## config.mk

```make
export PLATFORM = sky130hd
export DESIGN_NAME = riscvboy_imem_loader
export DESIGN_NICKNAME = d
export VERILOG_FILES = /design/src/rtl/riscvboy_imem_loader.sv
export SDC_FILE = /design/constraint.sdc
export NUM_CORES = 1
export LEC_CHECK = 0
export ABC_AREA = 1
export BUFFER_PORTS_ARGS = -buffer_cell sky130_fd_sc_hd__buf_2
export CORE_MARGIN = 8
export CORE_UTILIZATION = 40
export DETAILED_ROUTE_END_ITERATION = 10
export GPL_ROUTABILITY_DRIVEN = 0
export RECOVER_POWER = 100
export SLEW_MARGIN = 20
export SYNTH_ARGS = -nofsm -noshare
export SYNTH_HDL_FRONTEND = slang
export SYNTH_SLANG_ARGS = --single-unit
```

## constraint.sdc

```tcl
create_clock -name clk_sys -period 4.09 [get_ports clk_sys]
set_input_delay 0.818 -clock clk_sys [delete_from_list [all_inputs] [get_ports clk_sys]]
set_output_delay 0.818 -clock clk_sys [all_outputs]
set_load 0.05 [all_outputs]
```

## src/rtl/riscvboy_imem_loader.sv

```systemverilog
// rtl/riscvboy_imem_loader.sv - boot loader: byte-stream frames into imem writes, holds core until loaded
// Optional checksum byte: define RISCVBOY_LOADER_CSUM_EN.
module riscvboy_imem_loader #(
   parameter int INSTR_WIDTH = 32,
   parameter int MEM_DEPTH   = 2048,
   parameter int ADDR_W      = 12
) (
   input  logic                   clk_sys,
   input  logic                   rst,
   input  logic                   i_rx_valid,
   input  logic [7:0]             i_rx_data,
   output logic                   o_rx_ready,
   input  logic                   i_skip,
   output logic                   o_instr_wena,
   output logic [ADDR_W-1:0]      o_instr_waddra,
   output logic [INSTR_WIDTH-1:0] o_instr_dina,
   output logic                   o_core_hold,
   output logic                   o_done,
   output logic                   o_err
);

   typedef enum logic [2:0] {
      ST_SYNC, ST_LEN0, ST_LEN1, ST_DATA, ST_CSUM, ST_DONE, ST_ERR
   } state_t;

   localparam logic [7:0]  LP_SYNC_BYTE = 8'hA5;
   localparam logic [16:0] LP_DEPTH     = 17'(MEM_DEPTH);

   state_t                  r_state;
   logic [15:0]             r_len;
   logic [1:0]              r_byte_idx;
   logic [ADDR_W-1:0]       r_addr;
   logic [INSTR_WIDTH-1:0]  r_word;
`ifdef RISCVBOY_LOADER_CSUM_EN
   logic [7:0]              r_sum;
`endif

   logic        w_fire;
   logic [15:0] w_n;
   logic        w_last;

   assign w_fire = i_rx_valid & o_rx_ready;
   assign w_n    = {i_rx_data, r_len[7:0]};
   // r_addr still points at the word being completed when byte 3 arrives
   assign w_last = ({{(16-ADDR_W){1'b0}}, r_addr} == (r_len - 16'd1));

   always_ff @(posedge clk_sys or posedge rst) begin
      if (rst) begin
         r_state        <= ST_SYNC;
         r_len          <= '0;
         r_byte_idx     <= '0;
         r_addr         <= '0;
         r_word         <= '0;
`ifdef RISCVBOY_LOADER_CSUM_EN
         r_sum          <= '0;
`endif
         o_rx_ready     <= 1'b1;
         o_instr_wena   <= 1'b0;
         o_instr_waddra <= '0;
         o_instr_dina   <= '0;
         o_core_hold    <= 1'b1;
         o_done         <= 1'b0;
         o_err          <= 1'b0;
      end else begin
         o_instr_wena <= 1'b0;
         case (r_state)
            ST_SYNC, ST_ERR: begin
               if (i_skip) begin
                  r_state     <= ST_DONE;
                  o_done      <= 1'b1;
                  o_core_hold <= 1'b0;
                  o_rx_ready  <= 1'b0;
                  o_err       <= 1'b0;
               end else if (w_fire && i_rx_data == LP_SYNC_BYTE) begin
                  r_state <= ST_LEN0;
                  o_err   <= 1'b0;
               end
            end
            ST_LEN0: begin
               if (w_fire) begin
                  r_len   <= {8'h00, i_rx_data};
                  r_state <= ST_LEN1;
               end
            end
            ST_LEN1: begin
               if (w_fire) begin
                  r_len      <= w_n;
                  r_addr     <= '0;
                  r_byte_idx <= '0;
`ifdef RISCVBOY_LOADER_CSUM_EN
                  r_sum      <= '0;
`endif
                  if ({1'b0, w_n} > LP_DEPTH) begin
                     r_state <= ST_ERR;
                     o_err   <= 1'b1;
                  end else if (w_n == 16'd0) begin
`ifdef RISCVBOY_LOADER_CSUM_EN
                     r_state <= ST_CSUM;
`else
                     r_state     <= ST_DONE;
                     o_done      <= 1'b1;
                     o_core_hold <= 1'b0;
                     o_rx_ready  <= 1'b0;
`endif
                  end else begin
                     r_state <= ST_DATA;
                  end
               end
            end
            ST_DATA: begin
               if (w_fire) begin
                  r_word     <= {i_rx_data, r_word[INSTR_WIDTH-1:8]};
                  r_byte_idx <= r_byte_idx + 2'd1;
`ifdef RISCVBOY_LOADER_CSUM_EN
                  r_sum      <= r_sum + i_rx_data;
`endif
                  if (r_byte_idx == 2'd3) begin
                     o_instr_wena   <= 1'b1;
                     o_instr_waddra <= r_addr;
                     o_instr_dina   <= {i_rx_data, r_word[INSTR_WIDTH-1:8]};
                     r_addr         <= r_addr + {{(ADDR_W-1){1'b0}}, 1'b1};
                     if (w_last) begin
`ifdef RISCVBOY_LOADER_CSUM_EN
                        r_state <= ST_CSUM;
`else
                        r_state     <= ST_DONE;
                        o_done      <= 1'b1;
                        o_core_hold <= 1'b0;
                        o_rx_ready  <= 1'b0;
`endif
                     end
                  end
               end
            end
            ST_CSUM: begin
`ifdef RISCVBOY_LOADER_CSUM_EN
               if (w_fire) begin
                  if (i_rx_data == r_sum) begin
                     r_state     <= ST_DONE;
                     o_done      <= 1'b1;
                     o_core_hold <= 1'b0;
                     o_rx_ready  <= 1'b0;
                  end else begin
                     r_state <= ST_ERR;
                     o_err   <= 1'b1;
                  end
               end
`else
               r_state <= ST_SYNC;
`endif
            end
            ST_DONE: r_state <= ST_DONE;
            default: r_state <= ST_SYNC;
         endcase
      end
   end

endmodule

```

### Word level (Yosys, flattened, before mapping)

Cells that the tools add are included.
Widths: inputs -> output; s select.

| word-level totals | value |
|---|---|
| register bits after elaboration | 113 |
| output and inout port bits | 49 |

| operators by class | value |
|---|---|
| $add $sub $neg | 3 |
| magnitude comparators | 1 |
| eq/ne operators | 18 |
| multiplexer cells | 44 |
| bitwise logic cells | 2 |
| reductions and logical operators | 17 |

Operators with widths:

| cell | number |
|---|---|
| $mux 12 | 3 |
| $mux 16 | 2 |
| $pmux 16 s2 | 1 |
| $mux 3 | 9 |
| $pmux 12 s2 | 1 |
| $mux 1 | 21 |
| $ne 2x2->1 const B | 9 |
| $eq 12x16->1 | 1 |
| $gt 16x12->1 const B | 1 |
| $logic_not 16->1 | 1 |
| $sub 16x1->16 const B | 1 |
| $pmux 3 s5 | 1 |
| $add 12x1->12 const B | 1 |
| $reduce_and 3->1 | 4 |
| $eq 8x8->1 const B | 1 |
| $reduce_and 4->1 | 2 |
| $reduce_and 8->1 | 1 |
| $eq 3x2->1 const B | 2 |
| $eq 3x3->1 const B | 2 |
| $pmux 1 s3 | 2 |
| $reduce_and 6->1 | 1 |
| $reduce_bool 2->1 | 3 |
| $mux 2 | 2 |
| $pmux 2 s2 | 1 |
| 12 further kinds | 12 |

### Depth between registers and ports, before layout

| logic depth | value |
|---|---|
| depth after elaboration | 6 |
| mapped depth | 15 |
| mapped depth without buffers | 15 |

### Least setup slack after synthesis

No wires, ideal clock.

| timing path | value |
|---|---|
| kind | input -> register |
| start point | in i_rx_valid |
| end point | reg r_addr[11] |
| arrival time | 1.849 ns |
| required time | 4.004 ns |
| slack | 2.155 ns |
| stages on the path | 10 |
| buffers on the path | 0 |
| path through | nand2_2 -> nor2_1 -> nand2_2 -> nor2_2 -> nand2_1 -> nor2_2 -> nand2_1 -> nor2_2 -> a21oi_1 -> nor3_1 |

| on the way | value |
|---|---|
| cells in the longest elaborated chain, start to end | 3 |

Ends and longest elaborated chain:

| what | RTL line | text |
|---|---|---|
| from (decl) | 10 | `input logic i_rx_valid,` |
| $and 1x1->1 * | 42 | `assign w_fire = i_rx_valid & o_rx_ready;` |
| $ne 2x2->1 (no line) | -- |  |
| $reduce_and 4->1 (no line) * | -- |  |
| to (signal assigned) | 121 | `r_addr <= r_addr + {{(ADDR_W-1){1'b0}}, 1'b1};` |
| to (decl) | 32 | `logic [ADDR_W-1:0] r_addr;` |

Mark *: on every way between the ends. The rest lies on a longest branch, timed or not.
A chain may end at the register's enable or synchronous reset.

==> results.md <==
- Design Area, Final: 0.00558 mm²
- Worst hold slack: between 0.4 and 0.5 ns
- Hold wc startpoint: o_done
- Cell taking the most area after synthesis: dfrtp_1
- Crit path cell chain: nand2_1, nor2_8, inv_1, nor2_4, inv_2, o21ai_0
- Crit path required time: 4.33 ns
- Min-Delay Path Depth: 1
- Clk root buf: clkbuf_16
- Flop-to-flop setup slack: 1.30 ns
- RSZ-0062 raised after global routing: false
- Critical Path Fanout Max: 77
- Row count: 40
- R2R depth: 6
- Critical Setup Path Class: flop to flop
- Crit path time final: roughly 2.8 ns
- CTS resizes: 0
- Setup WS pre-CTS: between 1 and 1.5 ns
- Synth cell types: 41
- Slew headroom: -0.283
- Area grow syn2layout: 12.6%
- Final WS setup: 1.30 ns
- Antenna cells: 0
- Final Cycle Share: 0.683
- Met2 Track Usage GR: 0.215
- Die area: roughly 0.016 mm²
- PwrDens: 401 mW/mm²
- Max stage delay on crit path: 0.57 ns
- Setup TNS: 0 ns
- I/O Pins: 61
- Synthesis Warnings: 0
- FF+latch count, synth: around 110
- Reg clk slew, reported paths: approximately 0.070 ns
- Drt first-iter violations: approximately 320
- Crit path capture type: flop
- Dpl hpwl: 8250 µm
- Drt wl/cell: 13.7 µm
- Initial Util: 0.411
- Antenna Nets Post-Route: 0
- Fmax: 358 MHz
- CTS tree: done
- Yosys top cell area share: 0.525
- Startpoint Class: flop
- Die Height: 127 µm
- Grt ovf: 0
- Core area: 0.0121 mm²
- Synth Cell Area: 0.00496 mm²
- Max Buffers Root-to-Sink: 2
- HP Class: flop to flop
- WP buf/inv: 2
- # Max-Cap Violations: 1
- Status: finished, violations left
- Crit-path slowest cell: dfstp_1
- WP data arrival: roughly 3.0 ns
- IO Port Bufs: 60
- Area contributors post-synth: dfrtp_1, nand2_1, inv_1
- Die Width: 127 µm
- Vias in the first global route: between 3000 and 4000
- Largest net degree at the start of global routing: 95
- TritonCTS Buffers: 9
- Top Usage Layer GRT: met2
- WHS Endpoint: o_done
- Commonest non-fill, non-tap cell in the layout: nand2_1
- Skew final: 0.00733 ns
- Total Wirelength: 11200 µm
- Final net count: 660
- Worst-Margin Slew: slightly below 2 ns
- Mapped Nets: between 600 and 700
- Worst vdd ir: between 0.2 and 0.3 mV
- Placed cell area: ~0.0054 mm²
- Clock Latency Late Sink: 0.34 ns
- Failing checks: max-capacitance violations, max-slew violations
- Reg2reg start: o_core_hold
- Final setup violating endpoints: 0
- Avg Vias per Cell: 4.79
- # DRC: 0
- Via count: 3913
- First-pass GRT wire length: 19100 µm
- Share of layout cells above drive strength 1: 0.0817
- DRT Pass-1 Iters: 5
- CTS Hold Bufs: 0
- Avg Cell Area, Syn: roughly 8.4 µm²
- Max Transition Viols Final: between 90 and 100
- Met1 Usage GRT: 0.202
- Sequential share of the synthesized area: 0.530
- M3 GR Usage: 0.0408
- Crit path max-delay family: simple AND/OR/NAND/NOR gates
- CTS Sinks: around 110
- Setup bufs post-CTS: 0
- Worst R2R End: o_instr_dina[18]
- Fin. Hold Viols: 0
- H-tree depth reported by CTS: 3
- Post-Syn Instances: 589
- P_leak: 2.75 nW
- Most frequent cells in the layout: nand2_1, dfrtp_1, inv_1, o21ai_0, clkbuf_1
- Tot GR Track Use: 0.145
- Initial antenna violation count: 0
## power breakdown
group / internal (mW) / switching [mW] / total, mW
Combinational: 0.0754 / 0.191 / 0.266
Clock: 0.499 / 0.393 / 0.892
Sequential: 1.06 / 0.0206 / 1.08
Total: 1.63 / 0.604 / 2.24
## metal layers
| layer | part of all wire | vias to the layer above |
|---|---|---|
| met1 | 0.50 | 1802 |
| met5 | 0 | - |
| met2 | 0.43 | 105 |
| met3 | 0.056 | 13 |
| met4 | 0.013 | 0 |
| li1 | - | 1993 |
## layout make-up
cell class | instances | area (µm²)
Fill cell | 1207 | 6480
Tap cell | 168 | 210
Clock buffer | 10 | 239
Multi-Input combinational cell | 388 | 1890
Sequential cell | 105 | 2630
Clock inverter | 6 | 73.8
Inverter | 79 | 300
Timing Repair Buffer | 61 | 241
## cells in the mapped netlist (all sizes together)
| master | instances |
|---|---|
| clkbuf | 10 |
| a221oi | 1 |
| o21a | 1 |
| or2 | 1 |
| xnor2 | 5 |
| a22o | 1 |
| a21boi | 1 |
| o221a | 1 |
| nand2 | 172 |
| ha | 4 |
| a21o | 1 |
| a21oi | 6 |
| nand3 | 35 |
| and3 | 1 |
| o22ai | 8 |
| buf | 7 |
| nor3 | 9 |
| nor4 | 4 |
| nand3b | 4 |
| nand4 | 3 |
| o21ai | 75 |
| dfstp | 1 |
| xor2 | 4 |
| nor2 | 47 |
| dfrtp | 104 |
| and2 | 1 |
| a31oi | 3 |
| inv | 79 |
## logic make-up after synthesis
kind of cell | count (synthesis) | synth area share
buffers and inverters | 96 | 0.0793
AO/OA/AOI/OAI | 98 | 0.108
flip-flops | 105 | 0.530
AND/OR/NAND/NOR | 277 | 0.256
adder cells (fa/ha/maj) | 4 | 0.0101
XOR/XNOR | 9 | 0.0159
## flip-flops by register name (all words and copies together), names as in the netlist
signal / cells
o_err: 1
r_word: 24
o_instr_waddra: 12
o_instr_wena: 1
r_state: 3
o_core_hold: 1
r_byte_idx: 2
o_done: 1
o_instr_dina: 32
r_addr: 12
r_len: 16
## stage by stage
stage | std cells | power, mW | utilization
floorplan | 589 | 1.30 | -
global placement | 801 | 1.36 | 0.446
detailed placement | 801 | 1.37 | 0.446
CTS | 817 | 2.27 | 0.472
global route | 817 | 2.35 | 0.463
finish | 817 | 2.24 | 0.463
## worst max-delay path by stage
stage / start / to / slack, ns / cells after the start
2_1_floorplan: rst / o_done / 0.51 / 1
3_3_place_gp: i_rx_valid / o_instr_waddra[7] / 1.33 / 8
3_5_place_dp: i_rx_valid / o_instr_dina[8] / 1.20 / 8
4_1_cts: r_state[2] / o_instr_dina[8] / 1.45 / 10
5_1_grt: o_core_hold / o_instr_waddra[9] / 0.92 / 7
6_report: o_core_hold / o_instr_dina[18] / 1.30 / 6
Power figures use the tool's default switching activity.
